==> config.mk <==
export PLATFORM = sky130hd
export DESIGN_NAME = bus_cycle_initiator
export DESIGN_NICKNAME = d
export VERILOG_FILES = /design/src/rtl/bus_cycle_initiator.sv
export SDC_FILE = /design/constraint.sdc
export NUM_CORES = 1
export LEC_CHECK = 0
export CAP_MARGIN = 40
export CORE_ASPECT_RATIO = 1.5
export CORE_UTILIZATION = 44
export DETAILED_ROUTE_END_ITERATION = 7
export DONT_BUFFER_PORTS = 1
export HOLD_SLACK_MARGIN = 0.02
export PLACE_DENSITY = 0.64
export SLEW_MARGIN = 0
export SYNTH_ARGS = -nofsm -noshare
export SYNTH_HDL_FRONTEND = slang
export SYNTH_SLANG_ARGS = --single-unit
==> constraint.sdc <==
create_clock -name CLK -period 1.55 [get_ports CLK]
set_input_delay 0.2325 -clock CLK [delete_from_list [all_inputs] [get_ports CLK]]
set_output_delay 0.2325 -clock CLK [all_outputs]
set_load 0.02 [all_outputs]
==> src/rtl/bus_cycle_initiator.sv <==
// rtl/bus_cycle_initiator.sv - T1-T4 bus cycle master for the multiplexed address/data peripheral bus.
// All bus pins are registered and set on the edge that enters their phase, so READY/req never reach a pin combinationally.
module bus_cycle_initiator #(
  parameter int ADDR_W   = 20,
  parameter int DATA_W   = 8,
  parameter int MAX_WAIT = 15
) (
  input  logic                     CLK,
  input  logic                     RESET,
  input  logic                     req,
  input  logic                     we,
  input  logic [ADDR_W-1:0]        addr,
  input  logic [DATA_W-1:0]        wdata,
  output logic                     busy,
  output logic                     ack,
  output logic                     err,
  output logic [DATA_W-1:0]        rdata,
  output logic                     ALE,
  output logic                     RD_n,
  output logic                     WR_n,
  output logic [ADDR_W-DATA_W-1:0] A,
  output logic [DATA_W-1:0]        AD_out,
  output logic                     AD_oe,
  input  logic [DATA_W-1:0]        AD_in,
  input  logic                     READY
);

  localparam int WAIT_W = $clog2(MAX_WAIT + 1);
  localparam logic [WAIT_W-1:0] WAIT_LAST = WAIT_W'(MAX_WAIT - 1);

  typedef enum logic [2:0] {
    S_IDLE,
    S_T1,
    S_T2,
    S_T3,
    S_TW,
    S_T4
  } state_t;

  state_t                    r_state;
  logic                      r_we;
  logic [DATA_W-1:0]         r_wdata;
  logic [WAIT_W-1:0]         r_wait;
  logic                      r_busy;
  logic                      r_ack;
  logic                      r_err;
  logic [DATA_W-1:0]         r_rdata;
  logic                      r_ale;
  logic                      r_rd_n;
  logic                      r_wr_n;
  logic [ADDR_W-DATA_W-1:0]  r_a;
  logic [DATA_W-1:0]         r_ad_out;
  logic                      r_ad_oe;

  always_ff @(posedge CLK) begin
    if (RESET) begin
      r_state  <= S_IDLE;
      r_we     <= 1'b0;
      r_wdata  <= '0;
      r_wait   <= '0;
      r_busy   <= 1'b0;
      r_ack    <= 1'b0;
      r_err    <= 1'b0;
      r_rdata  <= '0;
      r_ale    <= 1'b0;
      r_rd_n   <= 1'b1;
      r_wr_n   <= 1'b1;
      r_a      <= '0;
      r_ad_out <= '0;
      r_ad_oe  <= 1'b0;
    end else begin
      case (r_state)
        S_IDLE: begin
          if (req) begin
            r_state  <= S_T1;
            r_we     <= we;
            r_wdata  <= wdata;
            r_busy   <= 1'b1;
            r_ale    <= 1'b1;
            r_ad_oe  <= 1'b1;
            r_ad_out <= addr[DATA_W-1:0];
            r_a      <= addr[ADDR_W-1:DATA_W];
          end
        end

        S_T1: begin
          r_state <= S_T2;
          r_ale   <= 1'b0;
          if (r_we) begin
            r_ad_oe  <= 1'b1;
            r_ad_out <= r_wdata;
            r_wr_n   <= 1'b0;
          end else begin
            r_ad_oe <= 1'b0;
            r_rd_n  <= 1'b0;
          end
        end

        S_T2: begin
          r_state <= S_T3;
        end

        S_T3: begin
          if (READY) begin
            r_state <= S_T4;
            r_rd_n  <= 1'b1;
            r_wr_n  <= 1'b1;
            r_ack   <= 1'b1;
            r_err   <= 1'b0;
            if (!r_we) r_rdata <= AD_in;
          end else begin
            r_state <= S_TW;
            r_wait  <= '0;
          end
        end

        // READY wins over the timeout when both land on the last wait state.
        S_TW: begin
          if (READY) begin
            r_state <= S_T4;
            r_rd_n  <= 1'b1;
            r_wr_n  <= 1'b1;
            r_ack   <= 1'b1;
            r_err   <= 1'b0;
            if (!r_we) r_rdata <= AD_in;
          end else if (r_wait == WAIT_LAST) begin
            r_state <= S_T4;
            r_rd_n  <= 1'b1;
            r_wr_n  <= 1'b1;
            r_ack   <= 1'b1;
            r_err   <= 1'b1;
            if (!r_we) r_rdata <= '1;
          end else begin
            r_wait <= r_wait + WAIT_W'(1);
          end
        end

        S_T4: begin
          r_state  <= S_IDLE;
          r_busy   <= 1'b0;
          r_ack    <= 1'b0;
          r_err    <= 1'b0;
          r_ad_oe  <= 1'b0;
          r_ad_out <= '0;
          r_a      <= '0;
        end

        default: begin
          r_state <= S_IDLE;
          r_busy  <= 1'b0;
          r_ack   <= 1'b0;
          r_err   <= 1'b0;
          r_ale   <= 1'b0;
          r_rd_n  <= 1'b1;
          r_wr_n  <= 1'b1;
          r_ad_oe <= 1'b0;
          r_a     <= '0;
        end
      endcase
    end
  end

  assign busy   = r_busy;
  assign ack    = r_ack;
  assign err    = r_err;
  assign rdata  = r_rdata;
  assign ALE    = r_ale;
  assign RD_n   = r_rd_n;
  assign WR_n   = r_wr_n;
  assign A      = r_a;
  assign AD_out = r_ad_out;
  assign AD_oe  = r_ad_oe;

endmodule

==> impl_metrics.sql, run 1 <==
INSERT INTO impl_metrics (metric_group, metric, value, unit) VALUES
('logic_synthesis', 'post_synth_top_flop', 'sky130_fd_sc_hd__dfxtp_1', ''),
('power', 'irDropWorstVdd', '0.530', 'mV'),
('global_route', 'grt_antenna_before_repair', '0', ''),
('floorplanning', 'die_height', '89.5', 'um'),
('floorplanning', 'design.portCount', '76', ''),
('finish', 'drive_gt1_share', '32.4', '%'),
('global_route', 'first_global_vias', '1795', ''),
('run_status', 'run_status', 'finished with violations', ''),
('timing', 'maxSlewHeadroom', '72.7', '%'),
('min_path', 'min-delay-path-class', 'in2reg', ''),
('global_route', 'largest_net_degree_at_the_start_of_global_routing', '50', ''),
('route', 'vias', '2016', ''),
('logic_synthesis', 'post_synth_instance_area', '2250', 'sq um'),
('logic_synthesis', 'synth_enable_flop_cells', '0', ''),
('timing', 'slew_viol_final', '0', ''),
('timing', 'report.final.hold_viol_count', '6', ''),
('timing', 'clock-skew-final', '0.00501', 'ns'),
('global_route', 'grt_pass1_wl', '8160', 'um'),
('clock_network', 'cts_htree_levels', '2', ''),
('clock_network', 'cts.sink_count', '51', ''),
('floorplanning', 'die_area', '5400', 'sq um'),
('route', 'remaining_drc_errors', '0', ''),
('finish', 'seq_area', '1020', 'sq um'),
('setup_path', 'critical_path.slowest_cell', 'sky130_fd_sc_hd__or3b_4', ''),
('route', 'detailedRoute.firstPassIterationCount', '4', ''),
('logic_synthesis', 'synth_nets', '314', ''),
('timing', 'fmax', '629', 'MHz'),
('floorplanning', 'rows', '31', ''),
('route', 'detail_route.wl_per_cell', '15.6', 'um'),
('setup_path', 'maximum_cell_stage_delay_along_the_critical_path', '0.43', 'ns'),
('finish', 'multi_input_area', '1320', 'sq um'),
('finish', 'final-instance-count-excl-fill', '359', ''),
('floorplanning', 'initial_core_util', '46.3', '%'),
('logic_synthesis', 'yosysWarnings', '0', ''),
('placed_design', 'placement.setup.worst_slack', '-0.0957', 'ns'),
('clock_network', 'worst_setup_hold_path_clk_slew', '0.09', 'ns'),
('finish', 'nFillCells', '452', ''),
('clock_network', 'clk_path_buf_depth', '2', ''),
('setup_path', 'count_of_cells_along_the_worst_register_to_register_path', '4', ''),
('placed_design', 'numPlacedInstances', '341', ''),
('setup_path', 'crit_chain', 'or3b_4 -> o21a_1 -> or4_1 -> a21oi_1', ''),
('run_status', 'failed_checks', 'negative hold slack, negative setup slack', ''),
('timing', 'setup_viol', '7', ''),
('setup_path', 'crit_fanout', '6', ''),
('timing', 'finalWorstPathRequiredPeriod', '1.59', 'ns'),
('min_path', 'min_delay_path_depth', '1', ''),
('route', 'ant_nets', '0', ''),
('placed_design', 'dpl_cell_area', '2480', 'sq um'),
('timing', 'slew_of_the_pin_with_the_lowest_slew_margin', '0.408', 'ns'),
('power', 'leakage', '0.00104', 'uW'),
('timing', 'worst_slack_on_hold_paths', '-0.00833', 'ns'),
('logic_synthesis', 'synth_cell_type_count', '44', ''),
('job', 'reported_max_cap_violation_count', '0', ''),
('route', 'totalWireLength', '5590', 'um'),
('clock_network', 'worst_skew_pair.late_latency', '0.30', 'ns'),
('global_route', 'track_usage', '20.1', '%'),
('setup_path', 'cp.arrival', '1.83', 'ns'),
('finish', 'layout-area-overhead-vs-synth', '28.0', '%'),
('route', 'viasPerCell', '5.62', ''),
('logic_synthesis', 'yosysSeqAreaShare', '45.5', '%'),
('timing', 'final_critical_path_setup_slack', '-0.0386', 'ns'),
('route', 'drt-initial-drc-count', '62', ''),
('setup_path', 'cp_data_required_time', '1.79', 'ns'),
('logic_synthesis', 'yosys_register_bits', '51', ''),
('setup_path', 'crit_type', 'reg2reg', ''),
('placed_design', 'dpl.hpwl', '3610', 'um'),
('clock_network', 'cts_made_buffers', '5', ''),
('logic_synthesis', 'syn-instance-count', '270', ''),
('logic_synthesis', 'synth_async_sr_flop_share', '0', '%'),
('floorplanning', 'dieWidth', '60.3', 'um'),
('placed_design', 'gpl.final_weighted_congestion', '0.730', '');
## flip-flops by register name, summed over array words and instances (netlist names), 3 cells and up
name     cells
r_wdata      8
rdata        8
AD_out       8
r_state      3
A           12
r_wait       4
## final cells by class
| type | count | share of cell area, % |
|---|---|---|
| Clock buffer | 5 | 2.39 |
| Clock inverter | 2 | 0.479 |
| Inverter | 7 | 0.914 |
| Multi-Input combinational cell | 190 | 46.0 |
| Sequential cell | 51 | 35.6 |
| Tap cell | 66 | 2.87 |
| Timing Repair Buffer | 38 | 11.7 |
## layout by cell type, fill, tap and decap left out, types with 2 or more instances in the layout
| cell | synthesis | layout |
|---|---|---|
| sky130_fd_sc_hd__a211oi_1 | 8 | 3 |
| sky130_fd_sc_hd__a211oi_2 | 2 | 6 |
| sky130_fd_sc_hd__a21oi_1 | 43 | 38 |
| sky130_fd_sc_hd__a21oi_2 | 0 | 4 |
| sky130_fd_sc_hd__a22oi_2 | 0 | 5 |
| sky130_fd_sc_hd__buf_4 | 1 | 26 |
| sky130_fd_sc_hd__buf_6 | 2 | 10 |
| sky130_fd_sc_hd__buf_8 | 0 | 2 |
| sky130_fd_sc_hd__clkbuf_8 | 0 | 5 |
| sky130_fd_sc_hd__dfxtp_1 | 51 | 48 |
| sky130_fd_sc_hd__dfxtp_2 | 0 | 3 |
| sky130_fd_sc_hd__ha_1 | 3 | 3 |
| sky130_fd_sc_hd__inv_1 | 7 | 7 |
| sky130_fd_sc_hd__nand2_1 | 28 | 27 |
| sky130_fd_sc_hd__nand2b_1 | 5 | 4 |
| sky130_fd_sc_hd__nand3_1 | 17 | 9 |
| sky130_fd_sc_hd__nand3_2 | 0 | 8 |
| sky130_fd_sc_hd__nand4_1 | 2 | 2 |
| sky130_fd_sc_hd__nor2_1 | 21 | 18 |
| sky130_fd_sc_hd__nor2_2 | 0 | 3 |
| sky130_fd_sc_hd__nor3_1 | 5 | 5 |
| sky130_fd_sc_hd__nor3b_1 | 9 | 4 |
| sky130_fd_sc_hd__nor3b_2 | 0 | 5 |
| sky130_fd_sc_hd__nor4b_4 | 0 | 2 |
| sky130_fd_sc_hd__o21a_1 | 3 | 3 |
| sky130_fd_sc_hd__o21ai_0 | 4 | 3 |
| sky130_fd_sc_hd__o22ai_1 | 8 | 6 |
| sky130_fd_sc_hd__o22ai_2 | 0 | 2 |
| sky130_fd_sc_hd__o31ai_1 | 2 | 2 |
| sky130_fd_sc_hd__or3_1 | 2 | 2 |
| sky130_fd_sc_hd__or4_1 | 2 | 2 |
## critical path: cells and delay by family (launching register included)
kind	cells	cell delay (ns)
DFF	1	0.34
and+or+nand+nor	2	0.83
AOI/OAI and AO/OA	2	0.36
## per-layer routing
layer	global-route usage [%]	up-vias	routed length, um
met5	0	-	0
met4	7.40	0	90
met3	7.53	9	365
met2	36.8	57	3010
met1	19.9	948	2120
li1	-	1002	-
## where the power goes
| group | leakage (uW) | internal [uW] | switching, uW |
|---|---|---|---|
| clock | 0.0000440 | 310 | 433 |
| combinational | 0.000575 | 475 | 496 |
| sequential | 0.000418 | 1460 | 245 |
## worst paths after layout
kind / start / slack [ns] / to
max: r_state[1] / -0.04 / r_wait[0]
min: RESET / -0.008 / r_wait[0]
max reg2reg: r_state[1] / -0.04 / r_wait[0]
min reg2reg: r_wdata[4] / 0.45 / r_wdata[4]
## cells by family (layout without fill, tap and decap cells)
group	count (synthesis)	after routing	synth area share, %
AOI/OAI and AO/OA	82	82	22.3
xor gates and xnor gates	2	2	0.780
muxes	2	2	0.947
buffers and inverters	29	52	5.79
and+or+nand+nor	101	101	23.1
adders and majority gates	3	3	1.67
DFF	51	51	45.5
## timing repair
action,CTS,global route
buffers inserted,0,8
hold endpoints to repair,47,47
setup endpoints to repair,25,37
cloned,0,3
gates resized for setup,8,52
pin swaps,4,17
## Yosys cell counts (all sizes together), types with 2 or more instances
library cell  count  area, sq um
a22oi             6         45.0
or4               2         15.0
dfxtp            51         1020
o21ai             4         20.0
o22ai             8         50.1
o31ai             2         15.0
inv               7         26.3
nand2            28          105
nor2             21         78.8
nand4             2         12.5
nor3b             9         67.6
a21oi            43          215
ha                3         37.5
clkbuf           17         63.8
a211oi           10         85.1
o21a              3         22.5
nor3              6         35.0
nor4b             2         23.8
buf               5         40.0
nand3            17         85.1
or3               2         12.5
nand2b            5         31.3
## metrics by stage
stage / utilization (%) / setup TNS [ns] / power, uW
global placement: 51.2 / -0.548 / 2410
CTS: 53.3 / -0.0714 / 3180
finish: 59.3 / -0.161 / 3420
detailed placement: 51.2 / -1.43 / 2420
floorplan: - / -0.936 / 2240
global route: 59.3 / -1.03 / 3620
Power figures use the tool's default switching activity.
==> run 2, diff against run 1 <==
--- a/config.mk
+++ b/config.mk
@@ -6,12 +6,14 @@
 export NUM_CORES = 1
 export LEC_CHECK = 0
 export CAP_MARGIN = 40
+export CELL_PAD_IN_SITES_DETAIL_PLACEMENT = 0
+export CELL_PAD_IN_SITES_GLOBAL_PLACEMENT = 2
 export CORE_ASPECT_RATIO = 1.5
-export CORE_UTILIZATION = 44
+export CORE_UTILIZATION = 31
 export DETAILED_ROUTE_END_ITERATION = 7
 export DONT_BUFFER_PORTS = 1
 export HOLD_SLACK_MARGIN = 0.02
-export PLACE_DENSITY = 0.64
+export PLACE_DENSITY = 0.76
 export SLEW_MARGIN = 0
 export SYNTH_ARGS = -nofsm -noshare
 export SYNTH_HDL_FRONTEND = slang
==> impl_metrics.sql, run 2 (synthesized netlist as in run 1, its figures left out) <==
INSERT INTO impl_metrics (metric_group, metric, value, unit) VALUES
('floorplanning', 'rows', '37', ''),
('route', 'remaining_drc_errors', '0', ''),
('timing', 'report.final.hold_viol_count', '11', ''),
('finish', 'antenna_cells', '0', ''),
('timing', 'slew_of_the_pin_with_the_lowest_slew_margin', '0.400', 'ns'),
('timing', 'post-route-period-util', '102', '%'),
('setup_path', 'crit_type', 'reg2reg', ''),
('timing', 'setup_total_negative_slack', '-0.0461', 'ns'),
('route', 'detail_route.wl_per_cell', '15.8', 'um'),
('placed_design', 'dpl.hpwl', '3950', 'um'),
('global_route', 'grt_pass1_wl', '9400', 'um'),
('floorplanning', 'dieWidth', '71.5', 'um'),
('finish', 'mostFrequentLayoutCells', 'sky130_fd_sc_hd__dfxtp_1, sky130_fd_sc_hd__a21oi_1, sky130_fd_sc_hd__nand2_1', ''),
('job', 'reported_max_cap_violation_count', '0', ''),
('setup_path', 'cp_data_required_time', '1.79', 'ns'),
('power', 'power.share.clock', '23.0', '%'),
('finish', 'seq_area', '1030', 'sq um'),
('route', 'viasPerCell', '5.42', ''),
('route', 'totalWireLength', '5850', 'um'),
('finish', 'nFillCells', '713', ''),
('timing', 'final_critical_path_setup_slack', '-0.0308', 'ns'),
('finish', 'final-instance-count-excl-fill', '370', ''),
('clock_network', 'cts_htree_levels', '2', ''),
('timing', 'maxSlewHeadroom', '73.0', '%'),
('finish', 'drive_gt1_share', '33.2', '%'),
('route', 'drt-initial-drc-count', '44', ''),
('finish', 'largest_register_ff_count', '12', ''),
('global_route', 'track_usage', '15.6', '%'),
('placed_design', 'gpl.final_weighted_congestion', '0.688', ''),
('clock_network', 'worst_skew_pair.late_latency', '0.31', 'ns'),
('timing', 'clock-skew-final', '0.00733', 'ns'),
('run_status', 'failed_checks', 'negative hold slack, negative setup slack', ''),
('finish', 'layout-area-overhead-vs-synth', '30.6', '%'),
('floorplanning', 'initial_core_util', '32.3', '%'),
('timing', 'worst_slack_on_hold_paths', '-0.0185', 'ns'),
('clock_network', 'cts_made_buffers', '5', ''),
('placed_design', 'placement.io_buffers', '0', ''),
('power', 'leakage', '0.00107', 'uW'),
('global_route', 'first_global_vias', '1967', ''),
('power', 'irDropWorstVdd', '0.458', 'mV'),
('placed_design', 'numPlacedInstances', '354', ''),
('route', 'vias', '2004', ''),
('power', 'comb_power_share', '27.1', '%'),
('floorplanning', 'design.portCount', '76', ''),
('setup_path', 'crit_fanout', '5', ''),
('timing', 'unrepaired_setup_endpoints_after_global_routing', 'yes', ''),
('timing', 'finalWorstPathRequiredPeriod', '1.58', 'ns'),
('setup_path', 'critical_path.endpoint_type', 'flip-flop', ''),
('clock_network', 'tritoncts', 'yes', ''),
('clock_network', 'cts.hold.buffers_added', '1', ''),
('clock_network', 'worst_setup_hold_path_clk_slew', '0.10', 'ns'),
('power', 'power_switching', '1190', 'uW'),
('route', 'detailedRoute.firstPassIterationCount', '4', ''),
('placed_design', 'placement.setup.worst_slack', '-0.140', 'ns'),
('power', 'switching_share', '34.6', '%'),
('power', 'power.internal', '2250', 'uW'),
('finish', 'multi_input_area', '1360', 'sq um'),
('floorplanning', 'core_area', '6940', 'sq um'),
('finish', 'mostFrequentLayoutCell', 'sky130_fd_sc_hd__dfxtp_1', ''),
('floorplanning', 'die_height', '106', 'um'),
('clock_network', 'cts.sink_count', '51', ''),
('clock_network', 'clk_path_buf_depth', '2', ''),
('timing', 'setup_viol', '2', ''),
('finish', 'fin_area', '2930', 'sq um'),
('power', 'totalPowerFinal', '3440', 'uW'),
('finish', 'finalNetCount', '335', ''),
('placed_design', 'dpl_cell_area', '2520', 'sq um'),
('clock_network', 'cts_root_buf', 'sky130_fd_sc_hd__clkbuf_8', ''),
('power', 'p_seq_share', '49.9', '%'),
('global_route', 'grt_antenna_before_repair', '0', ''),
('timing', 'fmax', '633', 'MHz'),
('min_path', 'min-delay-path-class', 'in2reg', ''),
('floorplanning', 'die_area', '7600', 'sq um'),
('timing', 'slew_viol_final', '0', ''),
('run_status', 'run_status', 'finished with violations', ''),
('global_route', 'globalRoute.totalOverflow', '0', ''),
('global_route', 'largest_net_degree_at_the_start_of_global_routing', '50', ''),
('setup_path', 'cp.arrival', '1.82', 'ns'),
('route', 'ant_nets', '0', ''),
('setup_path', 'critPathLaunchType', 'flip-flop', ''),
('power', 'total_power_density_per_cell_area', '1170', 'nW/um^2');
-- run 2: critical path: stages, from the launching register on --
cell and delay, ns:
sky130_fd_sc_hd__dfxtp_2 0.35, sky130_fd_sc_hd__or3b_4 0.42, sky130_fd_sc_hd__o21a_1 0.20, sky130_fd_sc_hd__or4_4 0.42, sky130_fd_sc_hd__a21oi_2 0.12
-- run 2: through the flow --
step / utilization (%) / hold WS [ns]
6_report: 42.3 / -0.0185
5_1_grt: 42.3 / -0.0364
4_1_cts: 38.8 / -0.0312
3_5_place_dp: 36.2 / 0.310
3_3_place_gp: 36.2 / 0.307
2_1_floorplan: - / 0.368
-- run 2: metal layers --
metal  vias up  routed length (um)  track usage (%)
li1       1011                   -                -
met1       931                2370             17.2
met2        55                3070             28.7
met3         7                 326             3.70
met4         0                  82             5.46
met5         -                   0                0
-- run 2: power groups by stage --
stage	Clock (uW)	Sequential, uW	Combinational (uW)
floorplan	0	1700	549
global placement	0	1730	711
detailed placement	0	1730	724
CTS	833	1710	792
global route	880	1730	1030
finish	789	1710	933
-- run 2: repair_timing --
item                                    4_1_cts  5_1_grt
resized for setup                            18       47
buffers inserted                              1        4
hold endpoints to repair                     47       46
endpoints found under the setup margin       30       43
pin swaps                                     4       19
cloned                                        3        0
-- run 2: area by class of cell --
class,count,share of cell area (%)
Clock inverter,3,0.640
Timing Repair Buffer,35,11.2
Sequential cell,51,35.1
Multi-Input combinational cell,191,46.5
Tap cell,78,3.33
Clock buffer,5,2.35
Inverter,7,0.896
-- run 2: final timing paths --
check	to	slack, ns	start	cells past startpoint
max	r_wait[1]	-0.03	r_state[1]	4
max reg2reg	r_wait[1]	-0.03	r_state[1]	4
min	AD_oe	-0.02	RESET	1
min reg2reg	r_wdata[4]	0.46	r_wdata[4]	2
==> run 3, diff against run 2 <==
--- a/config.mk
+++ b/config.mk
@@ -9,11 +9,11 @@
 export CELL_PAD_IN_SITES_DETAIL_PLACEMENT = 0
 export CELL_PAD_IN_SITES_GLOBAL_PLACEMENT = 2
 export CORE_ASPECT_RATIO = 1.5
-export CORE_UTILIZATION = 31
+export CORE_UTILIZATION = 35
 export DETAILED_ROUTE_END_ITERATION = 7
 export DONT_BUFFER_PORTS = 1
 export HOLD_SLACK_MARGIN = 0.02
-export PLACE_DENSITY = 0.76
+export PLACE_DENSITY = 0.81
 export SLEW_MARGIN = 0
 export SYNTH_ARGS = -nofsm -noshare
 export SYNTH_HDL_FRONTEND = slang
==> constraint.sdc (replaced) <==
create_clock -name CLK -period 1.7 [get_ports CLK]
set_input_delay 0.255 -clock CLK [delete_from_list [all_inputs] [get_ports CLK]]
set_output_delay 0.255 -clock CLK [all_outputs]
set_load 0.02 [all_outputs]
==> impl_metrics.sql, run 3 (synthesized netlist as in run 1, its figures left out) <==
INSERT INTO impl_metrics (metric_group, metric, value, unit) VALUES
('setup_path', 'crit_chain', 'buf_4 -> or4b_2 -> buf_6 -> nand2_1 -> a21oi_1', ''),
('finish', 'layout-area-overhead-vs-synth', '16.1', '%'),
('route', 'vias', '1937', ''),
('timing', 'setup_viol', '0', ''),
('timing', 'worst_slack_on_hold_paths', '0.0875', 'ns'),
('timing', 'setup_total_negative_slack', '0', 'ns'),
('setup_path', 'critical_path_cell_count', '5', ''),
('timing', 'clock-skew-final', '0.00627', 'ns'),
('power', 'p_seq_share', '52.9', '%'),
('global_route', 'grt_util_met2', '31.7', '%'),
('clock_network', 'worst_setup_hold_path_clk_slew', '0.09', 'ns'),
('global_route', 'first_global_vias', '1866', ''),
('global_route', 'globalRoute.totalOverflow', '0', ''),
('setup_path', 'cp.arrival', '1.81', 'ns'),
('global_route', 'groute.layer.met3.usage', '5.00', '%'),
('route', 'viasPerCell', '5.46', ''),
('clock_network', 'cts_made_buffers', '5', ''),
('job', 'reported_max_cap_violation_count', '0', ''),
('min_path', 'holdCritStartpoint', 'wdata[4]', ''),
('power', 'total_power_density_per_cell_area', '1120', 'nW/um^2'),
('floorplanning', 'dieWidth', '67.4', 'um'),
('finish', 'largest_register_ff_count', '12', ''),
('global_route', 'grt_antenna_before_repair', '0', ''),
('setup_path', 'crit_fanout', '9', ''),
('finish', 'final-instance-count-excl-fill', '355', ''),
('finish', 'mostFrequentLayoutCell', 'sky130_fd_sc_hd__dfxtp_1', ''),
('setup_path', 'maximum_cell_stage_delay_along_the_critical_path', '0.73', 'ns'),
('timing', 'fmax', '614', 'MHz'),
('route', 'drt-initial-drc-count', '38', ''),
('floorplanning', 'die_area', '6750', 'sq um'),
('global_route', 'grt_most_used_layer', 'met2', ''),
('power', 'comb_power_share', '25.3', '%'),
('floorplanning', 'die_height', '100', 'um'),
('setup_path', 'critPathLaunch', 'r_state[0]', ''),
('global_route', 'largest_net_degree_at_the_start_of_global_routing', '47', ''),
('timing', 'final_critical_path_setup_slack', '0.0720', 'ns'),
('placed_design', 'dpl.hpwl', '3880', 'um'),
('power', 'leakage', '0.000929', 'uW'),
('clock_network', 'cts.sink_count', '51', ''),
('setup_path', 'critical_path.slowest_cell', 'sky130_fd_sc_hd__or4b_2', ''),
('finish', 'drive_gt1_share', '18.5', '%'),
('min_path', 'min-delay-path-class', 'in2reg', ''),
('clock_network', 'post-cts-setup-buffer-count', '0', ''),
('finish', 'nFillCells', '658', ''),
('setup_path', 'crit_type', 'reg2reg', ''),
('route', 'detail_route.wl_per_cell', '16.1', 'um'),
('placed_design', 'placement.setup.worst_slack', '0.00662', 'ns'),
('power', 'power.internal', '1930', 'uW'),
('floorplanning', 'rows', '35', ''),
('finish', 'finalNetCount', '326', ''),
('setup_path', 'reg2reg_from', 'r_state[0]', ''),
('finish', 'mostFrequentLayoutCells', 'sky130_fd_sc_hd__dfxtp_1, sky130_fd_sc_hd__a21oi_1, sky130_fd_sc_hd__nand2_1', ''),
('clock_network', 'clk_path_buf_depth', '2', ''),
('setup_path', 'number_of_buffers_and_inverters_on_the_critical_path', '2', ''),
('placed_design', 'numPlacedInstances', '346', ''),
('clock_network', 'tritoncts', 'yes', ''),
('timing', 'post-route-period-util', '95.8', '%'),
('power', 'switching_share', '33.8', '%'),
('floorplanning', 'initial_core_util', '36.4', '%'),
('timing', 'slew_viol_final', '0', ''),
('setup_path', 'critPathLaunchType', 'flip-flop', ''),
('setup_path', 'critPathTopFamily', 'simple AND/OR/NAND/NOR gates', ''),
('timing', 'finalWorstPathRequiredPeriod', '1.63', 'ns'),
('clock_network', 'cts_htree_levels', '2', ''),
('route', 'ant_nets', '0', ''),
('timing', 'maxSlewHeadroom', '70.8', '%'),
('global_route', 'track_usage', '17.6', '%'),
('power', 'power.share.clock', '21.9', '%'),
('route', 'remaining_drc_errors', '0', ''),
('clock_network', 'worst_skew_pair.late_latency', '0.30', 'ns'),
('clock_network', 'cts_root_buf', 'sky130_fd_sc_hd__clkbuf_8', ''),
('timing', 'unrepaired_setup_endpoints_after_global_routing', 'yes', ''),
('timing', 'report.final.hold_viol_count', '0', ''),
('timing', 'slew_of_the_pin_with_the_lowest_slew_margin', '0.433', 'ns'),
('floorplanning', 'core_area', '6170', 'sq um'),
('setup_path', 'critical_path.endpoint_type', 'flip-flop', ''),
('finish', 'antenna_cells', '0', ''),
('floorplanning', 'design.portCount', '76', ''),
('power', 'power_switching', '986', 'uW'),
('route', 'detailedRoute.firstPassIterationCount', '4', ''),
('run_status', 'run_status', 'completed', ''),
('route', 'totalWireLength', '5720', 'um'),
('setup_path', 'count_of_cells_along_the_worst_register_to_register_path', '5', ''),
('placed_design', 'gpl.final_weighted_congestion', '0.745', ''),
('power', 'irDropWorstVdd', '0.510', 'mV'),
('placed_design', 'placement.io_buffers', '0', ''),
('global_route', 'groute.layer.met1.usage', '19.2', '%'),
('global_route', 'grt_pass1_wl', '9050', 'um'),
('setup_path', 'cp_data_required_time', '1.88', 'ns'),
('min_path', 'min_delay_path_depth', '2', '');
run 3: path summary, 6_finish.rpt:
kind | endpoint | slack, ns
hold / removal | r_wdata[4] | 0.09
setup / recovery | r_wdata[2] | 0.07
setup reg to reg | r_wdata[2] | 0.07
hold reg to reg | r_wdata[1] | 0.45
run 3: repair_timing:
action	CTS	global route
hold endpoints to repair	46	0
gates resized for setup	2	15
pin swaps	0	1
hold buffers	2	0
gates cloned	0	1
endpoints found under the setup margin	2	11
run 3: routing by layer:
metal,wire length (um),part of all wire [%],vias up
met5,0,0,-
met4,59,1.0,0
met3,330,5.8,4
met2,3020,53,50
met1,2320,40,904
li1,-,-,979
run 3: through the flow:
| step | utilization [%] | power (uW) | instance area (sq um) |
|---|---|---|---|
| 5_1_grt | 42.2 | 3120 | 2610 |
| 3_5_place_dp | 39.2 | 2220 | 2420 |
| 4_1_cts | 41.0 | 2900 | 2530 |
| 6_report | 42.2 | 2920 | 2610 |
| 3_3_place_gp | 39.2 | 2210 | 2420 |
| 2_1_floorplan | - | 2030 | 2250 |
run 3: power by group through the flow:
stage	registers (uW)	clock network (uW)	logic, uW
6_report	1540	638	737
5_1_grt	1560	728	826
4_1_cts	1550	681	674
3_5_place_dp	1580	0	643
3_3_place_gp	1570	0	640
2_1_floorplan	1540	0	485
run 3: layout make-up:
| class | instances | area (sq um) | area share [%] |
|---|---|---|---|
| clock buffers | 6 | 72.6 | 2.78 |
| inverters | 7 | 26.3 | 1.01 |
| multi-input cells | 190 | 1170 | 44.9 |
| flip-flops and latches | 51 | 1020 | 39.2 |
| well taps | 74 | 92.6 | 3.55 |
| repair buffers | 27 | 223 | 8.54 |
run 3: worst register-to-register path, delay by kind of cell, from the launching register on:
kind | cells | cell delay (ns)
AOI/OAI and AO/OA | 1 | 0.06
and+or+nand+nor | 2 | 0.79
buffers and inverters | 2 | 0.32
DFF | 1 | 0.34
